[src/rtl/au_dec_sched.sv]
// ---------------------------------------------------------------------------
// au_dec_sched
//   Round-robin scheduler that time-shares a single au_dec decrementer among
//   NCH countdown channels. A channel is loaded with a start value and
//   decremented once per grant until it reaches zero. Completions are then
//   reported, lowest channel first, through a ready/valid port.
//
// Ports
//   clk, rst_n            clock (rising edge), asynchronous active-low reset
//   ld_valid/ld_ready     load handshake; ld_ch selects channel, ld_val count
//   done_valid/done_ready completion handshake; done_ch is the channel index
//   rd_ch/rd_cnt          combinational read-back of one channel's count
//   active                per-channel RUN flags
//   busy                  any channel in RUN or DONE
//
// Channel states
//   state   | meaning
//   --------+---------------------------------------------------------------
//   IDLE    | free, accepts a load
//   RUN     | counting down, competes for the decrementer
//   DONE    | reached zero, waiting for the completion handshake
// ---------------------------------------------------------------------------

// Shared decrementer. ARCH selects the implementation only; both give a-1.
module au_dec #(
  parameter int WIDTH = 8,
  parameter int ARCH  = 0
) (
  input  logic [WIDTH-1:0] a,
  output logic [WIDTH-1:0] z
);
  generate
    if (ARCH == 0) begin : g_sub
      assign z = a - WIDTH'(1);
    end else begin : g_ripple
      // Explicit borrow chain: a bit flips while every lower bit is zero.
      logic [WIDTH-1:0] w_borrow;
      assign w_borrow[0] = 1'b1;
      for (genvar i = 0; i < WIDTH; i++) begin : g_bit
        assign z[i] = a[i] ^ w_borrow[i];
        if (i < WIDTH - 1) begin : g_chain
          assign w_borrow[i+1] = w_borrow[i] & ~a[i];
        end
      end
    end
  endgenerate
endmodule

module au_dec_sched #(
  parameter  int WIDTH = 8,
  parameter  int ARCH  = 0,
  parameter  int NCH   = 4,
  localparam int CW    = $clog2(NCH)
) (
  input  logic             clk,
  input  logic             rst_n,
  input  logic             ld_valid,
  output logic             ld_ready,
  input  logic [CW-1:0]    ld_ch,
  input  logic [WIDTH-1:0] ld_val,
  output logic             done_valid,
  input  logic             done_ready,
  output logic [CW-1:0]    done_ch,
  input  logic [CW-1:0]    rd_ch,
  output logic [WIDTH-1:0] rd_cnt,
  output logic [NCH-1:0]   active,
  output logic             busy
);

  typedef enum logic [1:0] {
    ST_IDLE = 2'd0,
    ST_RUN  = 2'd1,
    ST_DONE = 2'd2
  } ch_state_t;

  ch_state_t        r_st  [NCH];
  logic [WIDTH-1:0] r_cnt [NCH];
  logic [CW-1:0]    r_ptr;
  logic             r_dlock;
  logic [CW-1:0]    r_dch;

  logic             w_gnt_vld;
  logic [CW-1:0]    w_gnt;
  logic [CW:0]      w_sum;
  logic [WIDTH-1:0] w_dec_a;
  logic [WIDTH-1:0] w_dec_z;
  logic [CW-1:0]    w_low_done;
  logic             w_ld_fire;
  logic             w_done_fire;

  // Round-robin search: first RUN channel at or after r_ptr, modulo NCH.
  always_comb begin
    w_gnt_vld = 1'b0;
    w_gnt     = '0;
    w_sum     = '0;
    for (int i = 0; i < NCH; i++) begin
      w_sum = {1'b0, r_ptr} + (CW+1)'(i);
      if (w_sum >= (CW+1)'(NCH)) begin
        w_sum = w_sum - (CW+1)'(NCH);
      end
      if (!w_gnt_vld && (r_st[w_sum[CW-1:0]] == ST_RUN)) begin
        w_gnt_vld = 1'b1;
        w_gnt     = w_sum[CW-1:0];
      end
    end
  end

  // Per-channel decode: operand mux, read-back, load acceptance, flags.
  // Indices are matched against each channel so out-of-range selects
  // simply read as zero / not ready.
  always_comb begin
    w_dec_a    = '0;
    rd_cnt     = '0;
    ld_ready   = 1'b0;
    active     = '0;
    busy       = 1'b0;
    done_valid = 1'b0;
    w_low_done = '0;
    for (int i = NCH - 1; i >= 0; i--) begin
      if (w_gnt == CW'(i)) begin
        w_dec_a = r_cnt[i];
      end
      if (rd_ch == CW'(i)) begin
        rd_cnt = r_cnt[i];
      end
      if ((ld_ch == CW'(i)) && (r_st[i] == ST_IDLE)) begin
        ld_ready = 1'b1;
      end
      active[i] = (r_st[i] == ST_RUN);
      if (r_st[i] != ST_IDLE) begin
        busy = 1'b1;
      end
      // Descending scan leaves the lowest DONE index in w_low_done.
      if (r_st[i] == ST_DONE) begin
        done_valid = 1'b1;
        w_low_done = CW'(i);
      end
    end
  end

  // Once a completion is offered its index is frozen until accepted, so a
  // lower channel finishing meanwhile cannot change done_ch under the consumer.
  assign done_ch     = r_dlock ? r_dch : w_low_done;
  assign w_ld_fire   = ld_valid && ld_ready;
  assign w_done_fire = done_valid && done_ready;

  au_dec #(
    .WIDTH (WIDTH),
    .ARCH  (ARCH)
  ) u_au_dec (
    .a (w_dec_a),
    .z (w_dec_z)
  );

  // Load, grant and handshake target channels in IDLE, RUN and DONE
  // respectively, so all three can land on the same edge without conflict.
  always_ff @(posedge clk or negedge rst_n) begin
    if (!rst_n) begin
      for (int i = 0; i < NCH; i++) begin
        r_st[i]  <= ST_IDLE;
        r_cnt[i] <= '0;
      end
      r_ptr   <= '0;
      r_dlock <= 1'b0;
      r_dch   <= '0;
    end else begin
      for (int i = 0; i < NCH; i++) begin
        case (r_st[i])
          ST_IDLE: begin
            if (w_ld_fire && (ld_ch == CW'(i))) begin
              r_cnt[i] <= ld_val;
              r_st[i]  <= (ld_val != '0) ? ST_RUN : ST_DONE;
            end
          end
          ST_RUN: begin
            // Grants only ever see count >= 1, so the count cannot wrap.
            if (w_gnt_vld && (w_gnt == CW'(i))) begin
              r_cnt[i] <= w_dec_z;
              if (r_cnt[i] == WIDTH'(1)) begin
                r_st[i] <= ST_DONE;
              end
            end
          end
          ST_DONE: begin
            if (w_done_fire && (done_ch == CW'(i))) begin
              r_st[i] <= ST_IDLE;
            end
          end
          default: r_st[i] <= ST_IDLE;
        endcase
      end

      if (w_gnt_vld) begin
        r_ptr <= (w_gnt == CW'(NCH - 1)) ? '0 : w_gnt + CW'(1);
      end

      r_dlock <= done_valid && !done_ready;
      r_dch   <= done_ch;
    end
  end

endmodule

[config.mk]
export PLATFORM = sky130hd
export DESIGN_NAME = au_dec_sched
export DESIGN_NICKNAME = d
export VERILOG_FILES = /design/src/rtl/au_dec_sched.sv
export SDC_FILE = /design/constraint.sdc
export NUM_CORES = 1
export LEC_CHECK = 0
export CORE_UTILIZATION = 50
export DETAILED_ROUTE_END_ITERATION = 8
export GPL_TIMING_DRIVEN = 0
export PLACE_DENSITY = 0.72
export SYNTH_ARGS = -nofsm -noshare
export SYNTH_HDL_FRONTEND = slang
export SYNTH_SLANG_ARGS = --single-unit
[constraint.sdc]
create_clock -name clk -period 10 [get_ports clk]
set_clock_uncertainty 0.1 [all_clocks]
set_input_delay 2.5 -clock clk [delete_from_list [all_inputs] [get_ports clk]]
set_output_delay 2.5 -clock clk [all_outputs]
set_load 0.05 [all_outputs]
==> impl_metrics.ini <==
[outcome]
status = finished clean

[die]
row_count = 28
die_w_um = 80.5
initial_core_util = 0.520
dieArea_mm2 = 0.00648
ioPinCount = 33
fp.coreArea_mm2 = 0.00592
die_h_um = 80.5

[timing]
rsz0062_at_grt = no
slew_headroom = 0.533
finalMaxSlewViolations = 0
setup_viol = 0
tightest_slew_ns = 0.690
fmax_mhz = 144
period_share = 0.694
hold_violations = 0
hold_ws_ns = 0.435
finalSetupTns_ns = 0
min_period_ns = 6.94

[yosys]
synth_top_family_by_area = compound AO/OA/AOI/OAI gates
synth_ff_type = dfrtp_1
synth_edf_count = 0
post_synth_mux_area_share = 0.0991
synth_area_mm2 = 0.00308
synth-simple-area-share = 0.226
yosysSeqAreaShare = 0.366
syn_area_per_cell_um2 = 8.78
synth_fa_ha_area_frac = 0.0203
synth_top_area_share = 0.366
ys_top_cells_by_area = dfrtp_1, mux4_2, nand2_1, o21ai_0, nor2_1
synth_commonest_cells = nand2_1, dfrtp_1, nor2_1
yosysUniqueCellTypes = 58
yosysMostFrequentCell = nand2_1
synthCells = 351
synth_warnings = 0
yosys.area.top_type = dfrtp_1
synth_seq_cells = 45
synthesis.nets = 372
synthArstFlopShare = 1.00
synth_compound_area_frac = 0.236
synth-xor-area-share = 0.0142

[run]
maxCapViolations = 0

[global_route]
antenna_found_initial = 0
grt_pass1_wl_mm = 15.0
use_met2 = 0.483
top_usage_layer = met2
grt-ovfl-total = 0
grt_usage = 0.315
grtUsageMet3 = 0.0466
grt_max_degree = 29
grt_pass1_vias = 2794
grt_use_met1 = 0.438

[cells_and_area]
stdcell_count = 463
drive_above_1_share = 0.101
nFillCells = 559
num_antenna_cells = 0
area_delta_synth_final_pct = 15.7
fin_nets = 410

[critical_path]
required_ns = 7.40
critical_path_arrival_ns = 4.34
worst-setup-path-type = primary input to output pin
cp-start-kind = primary input
ff2ff_setup_slack_ns = 5.30
r2r_start = r_st[6]$_DFFE_PN0P_
cp_max_fo = 8
end_kind = output pin
critical_path.startpoint = rd_ch[0]

[route]
vias = 2941
firstDrtPassIters = 4
drtIter0Drc = 370
wire_per_inst_um = 20.0
drc = 0
via_per_inst = 6.35
ant_nets = 0
wirelength_mm = 9.27

[hold_path]
hp-class = flop to flop
worstHoldStart = r_cnt[0]$_DFFE_PN0P_

[clocking]
clk_latency_ns = 0.30
clock-root-buffer = clkbuf_8
clk_pin_slew_ns = 0.08
htreeDepth = 2
cts_sinks = 45
cts_tree = done
cts_resized = 0
max-clock-path-buffers = 2
cts_buffers = 5
postCtsSetupRepairBufs = 0
holdBufCountCts = 0

[place]
placed_cells = 457
post-dp-hpwl_mm = 6.86
portBuffers = 30
place_congestion = 0.978
## final timing paths
path / to / depth (start not counted)
min in group asynchronous: r_ptr[1]$_DFFE_PN0N_ / 1
max reg2reg: r_cnt[6]$_DFFE_PN0P_ / 19
min reg2reg: r_cnt[0]$_DFFE_PN0P_ / 2
max: rd_cnt[7] / 3
min: r_cnt[0]$_DFFE_PN0P_ / 2
max in group asynchronous: r_cnt[14]$_DFFE_PN0P_ / 2
## cell usage in the layout, fill, tap and decap left out, types with 5 or more instances in the layout
cell type        instances
a21o_1                   6
a21oi_1                 19
a22oi_1                  6
a31oi_1                  7
clkbuf_1                12
clkbuf_8                 5
clkdlybuf4s50_1         29
dfrtp_1                 45
ha_1                     5
inv_1                    6
mux2i_1                  8
mux4_2                   9
nand2_1                 51
nand2b_1                11
nor2_1                  34
nor3_1                   9
o21ai_0                 26
o22ai_1                  7
o31ai_1                  7
## worst max-delay path: stages
cell             delay (ns)
clkbuf_1               0.52
mux4_2                 0.60
clkdlybuf4s50_1        0.72
## cells by family (layout without fill, tap and decap cells)
kind of cell	Yosys count	after routing
mux	19	19
xor+xnor	5	5
simple gates	142	142
fa+ha+maj	5	5
flops	45	45
compound gates	108	108
buf+inv	27	64
## routing by layer
layer,vias up,wire length [µm],share of wire
met5,-,0,0
met4,0,339,0.037
met3,26,758,0.082
met2,138,4190,0.45
met1,1417,3990,0.43
li1,1360,-,-
## final cells by class
class	instances	area, µm²	share of cell area
multi-input cells	279	1830	0.515
flip-flops and latches	45	1130	0.316
repair buffers	31	315	0.0885
well taps	75	93.8	0.0263
plain buffers	18	86.3	0.0242
clock buffers	5	68.8	0.0193
inverters	9	33.8	0.00948
clock inverters	1	5.00	0.00140
## registers in the layout, indices dropped and copies added, names as in the netlist
register  cells
r_cnt        32
r_dch         2
r_dlock       1
r_ptr         2
r_st          8
## through the flow
stage / utilization / instance area [µm²] / setup slack, ns
after floorplan: - / 3080 / 3.76
after global placement: 0.587 / 3470 / 3.05
after detailed placement: 0.589 / 3490 / 3.03
after CTS: 0.602 / 3560 / 3.03
after global routing: 0.602 / 3560 / 2.95
final: 0.602 / 3560 / 3.06
Power is not shown: default switching activity piles up to over one toggle a cycle in this logic, so the estimate is an artifact.
